File: src/rtl/prbs7_frame_gen.sv
// Purpose : PRBS7 (x^7+x^6+1) 32-bit word source with user-data merge, error injection, bit-slip rotate and bit-reverse map.
// Latency : 2 enabled cycles from raw PRBS generation to dout/dvalid; restart blanks dvalid for the 2 following cycles.
// Backpres: none; enable=0 freezes the generator, both pipeline stages and the injection FSM, and holds dvalid low.
module prbs7_frame_gen #(
    parameter logic [6:0] SEED    = 7'h7F,
    parameter int         GAP_MIN = 4
) (
    input  logic        clk,
    input  logic        reset,
    input  logic        enable,
    input  logic        restart,
    input  logic [15:0] mask,
    input  logic [31:0] user_data,
    input  logic [4:0]  rot,
    input  logic        map_en,
    input  logic        inj_req,
    input  logic [4:0]  inj_bit,
    input  logic [7:0]  inj_count,
    output logic        inj_busy,
    output logic [31:0] dout,
    output logic        dvalid,
    output logic [31:0] word_count,
    output logic [15:0] err_count
);

    // An all-zero LFSR state would lock up, so it is replaced by all-ones.
    localparam logic [6:0] SEED_EFF = (SEED == 7'h00) ? 7'h7F : SEED;

    localparam logic [1:0] ST_IDLE = 2'd0;
    localparam logic [1:0] ST_ARM  = 2'd1;
    localparam logic [1:0] ST_FLIP = 2'd2;
    localparam logic [1:0] ST_GAP  = 2'd3;

    localparam logic [7:0] GAP_LAST = 8'(GAP_MIN - 1);

    // Runs the LFSR 32 steps; bit 0 of the word is produced first.
    // Returns {next_state, word}.
    function automatic logic [38:0] prbs_step32(input logic [6:0] s);
        logic [6:0]  st;
        logic [31:0] wd;
        st = s;
        wd = '0;
        for (int i = 0; i < 32; i++) begin
            wd[i] = st[0] ^ st[1];
            st    = {wd[i], st[6:1]};
        end
        return {st, wd};
    endfunction

    function automatic logic [31:0] bit_reverse(input logic [31:0] x);
        logic [31:0] y;
        y = '0;
        for (int k = 0; k < 32; k++) begin
            y[k] = x[31-k];
        end
        return y;
    endfunction

    logic [6:0]  r_prbs;
    logic [31:0] r_raw;
    logic        r_s1_vld;
    logic [31:0] r_dout;
    logic        r_dvalid;
    logic [31:0] r_word_cnt;
    logic [15:0] r_err_cnt;
    logic [1:0]  r_state;
    logic [4:0]  r_inj_bit;
    logic [7:0]  r_inj_left;
    logic [7:0]  r_gap_cnt;

    logic [38:0] w_step;
    logic [31:0] w_mask32;
    logic [31:0] w_merged;
    logic        w_flip;
    logic [31:0] w_injected;
    logic [63:0] w_dbl;
    logic [31:0] w_rotated;
    logic [31:0] w_mapped;
    logic        w_adv;

    assign w_adv      = enable & ~restart;
    assign w_step     = prbs_step32(r_prbs);
    assign w_mask32   = {mask, mask};
    assign w_merged   = (r_raw & ~w_mask32) | (user_data & w_mask32);
    assign w_flip     = (r_state == ST_FLIP);
    assign w_injected = w_flip ? (w_merged ^ (32'd1 << r_inj_bit)) : w_merged;
    // Rotate-left through a doubled word: rot=0 leaves the upper half unchanged.
    assign w_dbl      = {w_injected, w_injected} << rot;
    assign w_rotated  = w_dbl[63:32];
    assign w_mapped   = map_en ? bit_reverse(w_rotated) : w_rotated;

    // Generator and two-stage output pipeline; restart reseeds and empties stage 1.
    always_ff @(posedge clk or negedge reset) begin
        if (!reset) begin
            r_prbs   <= SEED_EFF;
            r_raw    <= '0;
            r_s1_vld <= 1'b0;
            r_dout   <= '0;
            r_dvalid <= 1'b0;
        end else if (restart) begin
            r_prbs   <= SEED_EFF;
            r_raw    <= '0;
            r_s1_vld <= 1'b0;
            r_dvalid <= 1'b0;
        end else if (enable) begin
            r_prbs   <= w_step[38:32];
            r_raw    <= w_step[31:0];
            r_s1_vld <= 1'b1;
            r_dout   <= w_mapped;
            r_dvalid <= r_s1_vld;
        end else begin
            r_dvalid <= 1'b0;
        end
    end

    // Statistics: word counter wraps, error counter saturates; restart leaves both alone.
    always_ff @(posedge clk or negedge reset) begin
        if (!reset) begin
            r_word_cnt <= '0;
            r_err_cnt  <= '0;
        end else if (w_adv) begin
            if (r_s1_vld) begin
                r_word_cnt <= r_word_cnt + 32'd1;
            end
            if (w_flip && (r_err_cnt != 16'hFFFF)) begin
                r_err_cnt <= r_err_cnt + 16'd1;
            end
        end
    end

    // Injection sequencer: ARM, then FLIP / GAP alternation until the count is spent.
    always_ff @(posedge clk or negedge reset) begin
        if (!reset) begin
            r_state    <= ST_IDLE;
            r_inj_bit  <= '0;
            r_inj_left <= '0;
            r_gap_cnt  <= '0;
        end else if (restart) begin
            r_state <= ST_IDLE;
        end else if (enable) begin
            case (r_state)
                ST_IDLE: begin
                    if (inj_req && (inj_count != 8'd0)) begin
                        r_inj_bit  <= inj_bit;
                        r_inj_left <= inj_count;
                        r_state    <= ST_ARM;
                    end
                end
                ST_ARM: begin
                    r_state <= ST_FLIP;
                end
                ST_FLIP: begin
                    r_inj_left <= r_inj_left - 8'd1;
                    r_gap_cnt  <= '0;
                    r_state    <= (r_inj_left == 8'd1) ? ST_IDLE : ST_GAP;
                end
                default: begin
                    if (r_gap_cnt == GAP_LAST) begin
                        r_state <= ST_FLIP;
                    end else begin
                        r_gap_cnt <= r_gap_cnt + 8'd1;
                    end
                end
            endcase
        end
    end

    assign inj_busy   = (r_state != ST_IDLE);
    assign dout       = r_dout;
    assign dvalid     = r_dvalid;
    assign word_count = r_word_cnt;
    assign err_count  = r_err_cnt;

endmodule
File: config.mk
export PLATFORM = sky130hd
export DESIGN_NAME = prbs7_frame_gen
export DESIGN_NICKNAME = d
export VERILOG_FILES = /design/src/rtl/prbs7_frame_gen.sv
export SDC_FILE = /design/constraint.sdc
export NUM_CORES = 1
export LEC_CHECK = 0
export CAP_MARGIN = 10
export CORE_MARGIN = 3
export CORE_UTILIZATION = 45
export DETAILED_ROUTE_END_ITERATION = 8
export PLACE_DENSITY = 0.64
export SLEW_MARGIN = 20
export SYNTH_ARGS = -nofsm -noshare
export SYNTH_HDL_FRONTEND = slang
export SYNTH_SLANG_ARGS = --single-unit
File: constraint.sdc
create_clock -name clk -period 4.4 [get_ports clk]
set_input_delay 0.88 -clock clk [delete_from_list [all_inputs] [get_ports clk]]
set_output_delay 0.88 -clock clk [all_outputs]
set_load 0.05 [all_outputs]
======== Yosys cells after proc, flatten, opt, wreduce, memory -nomap -nowiden ========
Cells that the tools add are included.
word-level totals
  register bits after elaboration ......... 144
  input port bits ......................... 72
  output and inout port bits .............. 82
  logic and storage cells ................. 101
cells by class
  add/subtract/negate cells ............... 4
  equality and inequality tests ........... 8
  shift-type cells ........................ 2
  muxes and demuxes ....................... 20
  bitwise operators ....................... 40
  reduce and logical (&&, ||, !) cells .... 16
operator list
  kind                                                                    number
  32-bit 2-to-1 mux                                                       4
  32-bit bitwise AND                                                      2
  64-bit by 5-bit left shift with 64-bit output                           1
  32-bit by 1-bit adder with 32-bit output (second input constant)        1
  32-bit inverter                                                         1
  32-bit OR                                                               1
  8-bit case mux with 2 select lines                                      2
  1-bit by 5-bit left shift with 32-bit output (first input constant)     1
  1-bit bitwise XOR                                                       32
  32-bit bitwise XOR                                                      1
  16-bit by 1-bit adder with 16-bit output (second input constant)        1
  8-bit 2-to-1 mux                                                        2
  16-bit inequality test (second input constant)                          1
  7-bit 2-to-1 mux                                                        2
  4-bit AND reduction                                                     3
  2-bit 2-to-1 mux                                                        5
  8-bit by 1-bit adder with 8-bit output (second input constant)          1
  8-bit by 1-bit equality test with 1-bit output (second input constant)  1
  8-bit by 2-bit equality test with 1-bit output (second input constant)  1
  8-bit nonzero test                                                      1
  8-bit by 1-bit subtractor with 8-bit output (second input constant)     1
  2-bit case mux with 3 select lines                                      1
  2-bit AND reduction                                                     3
  2-bit nonzero test                                                      3
  12 further kinds                                                        18

======== Logic depth before layout (Yosys ltp) ========
  depth after elaboration ................. 8
  mapped depth ............................ 11
  gate-level depth less buffers ........... 9

======== Worst setup path after synthesis ========
No wires, ideal clock.
  kind .................................... input -> register
  start point ............................. in rot[0]
  end point ............................... reg r_dout[24] (netlist: dout[24])
  library setup time ...................... 0.142 ns
  arrival time ............................ 3.073 ns
  required time ........................... 4.258 ns
  setup slack ............................. 1.184 ns
  stages .................................. 10
  path buffers ............................ 3
  cell sequence ........................... clkbuf_1 > buf_2 > buf_2 > nor2_1 > a2111oi_0 > a211oi_1 > a2111oi_2 > nand2_1 > a31oi_1 > o221ai_1
on the way
  longest elaborated chain between the ends .. 2
ends and longest elaborated chain
  element                                        line  RTL
  start: declaration                             14    input logic [4:0] rot,
  64-bit by 5-bit left shift with 64-bit output  88    assign w_dbl = {w_injected, w_injected} << rot;
  32-bit 2-to-1 mux                              90    assign w_mapped = map_en ? bit_reverse(w_rotated) : w_rotated;
  end signal: assignment                         109   r_dout <= w_mapped;
  end: declaration                               62    logic [31:0] r_dout;
Every way passes these cells.
A chain may end at the register's enable or synchronous reset.

======== Worst setup path in the final report ========
  start point ............................. reg r_inj_bit[2]
  end point ............................... reg r_dout[16] (netlist: dout[16])
on the way
  longest elaborated chain between the ends .. 5
ends and longest elaborated chain
  element                                        line  RTL
  start: declaration                             67    logic [4:0] r_inj_bit;
  start signal: assignment                       144   r_inj_bit <= inj_bit;
  1-bit by 5-bit left shift with 32-bit output   86    assign w_injected = w_flip ? (w_merged ^ (32'd1 << r_inj_bit)) : w_merged;
  32-bit bitwise XOR                             86
  32-bit 2-to-1 mux                              86
  64-bit by 5-bit left shift with 64-bit output  88
  32-bit 2-to-1 mux                              90
Every way passes these cells.

==> results.md <==
* Status: completed
* Synth Flop Type: dfrtp_1
* Flop2flop setup slack at 0.64 ns
* Via count at approximately 11000
* Drt total wl at 40800 um
* Nets at 1514
* Synth top cells by count: dfrtp_1, nor2_1, nand2_1
* Fin crit share at 85.5%
* Htree depth at 4
* # IOs at 154
* DR pass1 iterations at 8
* CP max FO at 26
* Core Area at 0.0245 sq mm
* Setup Fix Bufs, Post-CTS at 0
* Hold crit path type: in2async
* Detailed placement HPWL at 30700 um
* Largest net degree at the start of global routing at 81
* Synth async-reset ratio at 100%
* Reg2Reg Depth at 9
* Number of synthesized flops with an enable pin at 0
* Vias in the first global route at 10700
* Synth unique cells at 96
* Clock edge transition at the registers on the reported setup and hold paths at 0.09 ns
* Crit end category: flip-flop
* Initial antenna violation count at 2
* ANT nets after route at 0
* Overflow after GRT at 0
* CTS Buffer Depth at 2
* CTS tree: built
* First-pass GRT wire length at approximately 63000 um
* Skew final at 0.0169 ns
* Worst R2R End: dout[16]
* Top-count cell post-synth: dfrtp_1
* Post-synth top area share at between 30% and 40%
* Rel. slew slack at 38.1%
* CP arrival at 4.10 ns
* Vias per inst at 6.34
* Final antenna diode count at 0
* Die ar. at approximately 0.027 sq mm
* Leakage at 5.54 nW
* Hold Buf Count CTS at 0
* Top cell type by total area after synthesis: dfrtp_1
* Syn nets at 1379
* Die Y at ~160 um
* FMAX at 266 MHz
* Share of post-route cells with drive strength above 1 at 12.3%
* Peak supply drop at 0.000304 V
* # setup viols final at 0
* Synthesized area at 0.0113 sq mm
* Latest clock arrival within the worst-skew pair at 0.43 ns
* Synthesis-stage register bit count at 144
* Final Slew Violations at 0
* Port bufs at 153
* Placer congestion estimate at 0.983
* # rows at 57
* Final worst-path setup slack at between 0.6 and 0.7 ns
* Fin util at 56.7%
* Synth-to-layout area growth at 23.4%
* CTS buffer count at 17
* Starting density of the core at 46.0%
* Crit Reg-Reg Startpoint: r_inj_bit[2]
* Remaining DRCs at 0
* Global Route Usage Sum at between 30% and 40%
* Post-synthesis cell count at 1302
* Iteration-0 DRC Markers at 1185
* Worst slew pin tran at 0.928 ns
* DR WL/cell at 23.0 um
* Resize count post-CTS at 0
* Sequential element share of the synthesized area at about a third
* Avg Inst Size Synth at 8.64 sq um
* Pre-CTS setup slack at 0.304 ns
* Setup CP Type: reg2reg
* Synth warnings at 0
* Final hold slack at 0.467 ns
* Area contributors post-synth: dfrtp_1, mux2i_1, xnor2_1
* Fin crit period at 3.76 ns
* Clock Sinks at about 140
* Unrepaired setup endpoints after global routing: no
* Die Span X at 164 um
* CP startpoint kind: flip-flop
* P per Cell Area at 407 mW/mm^2
* Worst Path Required at 4.74 ns
* TNS Setup at 0 ns
* Clk root buf: clkbuf_16
* Final Hold Vio Count at 0
* Max-Cap Viols at 0
cells by family after synthesis:
group	Yosys count	share of synthesized area, %
xor+xnor	89	6.93
simple gates	499	23.6
flops	144	32.1
fa+ha+maj	5	0.556
compound gates	340	21.4
buf+inv	122	4.53
mux	103	10.9
worst max path at each step:
stage                     cells after the start        to          from
after detailed placement                      9  dout[29]       mask[9]
after CTS                                     9  dout[15]  r_inj_bit[2]
after floorplan                              10  dout[24]        rot[0]
after global routing                          9  dout[22]  r_inj_bit[0]
after global placement                        9  dout[29]       mask[6]
final                                         9  dout[16]  r_inj_bit[2]
state kept, by name, summed over array words and instances (netlist names):
name / flops
dout: 32
dvalid: 1
err_count: 16
r_gap_cnt: 8
r_inj_bit: 5
r_inj_left: 8
r_prbs: 7
r_raw: 32
r_s1_vld: 1
r_state: 2
word_count: 32
through the flow:
| stage | power, mW | std cells | cell area (sq um) |
|---|---|---|---|
| 4_1_cts | 5.65 | 1774 | 13900 |
| 6_report | 5.65 | 1774 | 13900 |
| 5_1_grt | 5.93 | 1774 | 13900 |
| 3_3_place_gp | 4.11 | 1742 | 13300 |
| 3_5_place_dp | 4.12 | 1742 | 13300 |
| 2_1_floorplan | 3.30 | 1302 | 11300 |
critical path, cell delays in order (launching register included):
cell and delay, ns:
dfrtp_1 0.89, buf_4 0.31, or4b_4 0.50, o21ai_2 0.20
nand2_1 0.14, mux4_2 0.52, mux4_2 0.50, a222oi_1 0.39
a22oi_1 0.13, o21ai_1 0.10
report_power, final:
group	switching (mW)	internal, mW	total, mW
combinational	1.41	0.915	2.33
sequential	0.269	1.54	1.81
clock	0.712	0.805	1.52
total	2.39	3.26	5.65
routing by layer:
metal,GRT usage [%],share of wire [%],wire (um)
met2,46.3,45,18500
met4,11.5,3.9,1590
met3,4.64,7.1,2900
met1,43.0,44,17900
met5,0,0.059,24
layout make-up:
type                       count  area [sq um]
clock buffer                  18           429
tap                          324           405
inverter                      19          71.3
sequential                   144          3610
clock inverter                14           145
multi-input combinational   1036          7140
fill                        2238         10600
timing repair buffer         219          2080
placed cells by master, fill, tap and decap left out, drive strengths merged, types with 6 or more instances in the layout:
| cell | synthesis | final |
|---|---|---|
| a211oi | 43 | 43 |
| a21o | 7 | 7 |
| a21oi | 54 | 54 |
| a22o | 7 | 7 |
| a22oi | 12 | 12 |
| a2bb2oi | 8 | 8 |
| a31oi | 12 | 12 |
| and2 | 11 | 11 |
| and3 | 15 | 15 |
| and4 | 10 | 10 |
| buf | 32 | 69 |
| clkbuf | 71 | 18 |
| clkdlybuf4s50 | 0 | 150 |
| dfrtp | 137 | 137 |
| dfstp | 7 | 7 |
| inv | 18 | 27 |
| mux2 | 32 | 32 |
| mux2i | 59 | 59 |
| mux4 | 12 | 12 |
| nand2 | 107 | 107 |
| nand2b | 13 | 13 |
| nand3 | 51 | 51 |
| nand4 | 41 | 41 |
| nand4b | 7 | 7 |
| nor2 | 112 | 112 |
| nor2b | 7 | 7 |
| nor3 | 44 | 44 |
| nor3b | 6 | 6 |
| nor4 | 16 | 16 |
| o211ai | 29 | 29 |
| o21ai | 65 | 65 |
| o221ai | 21 | 21 |
| o22ai | 12 | 12 |
| or2 | 6 | 6 |
| or3 | 15 | 15 |
| or4 | 7 | 7 |
| xnor2 | 66 | 66 |
| xor2 | 23 | 23 |
(Power assumes the default switching activity.)
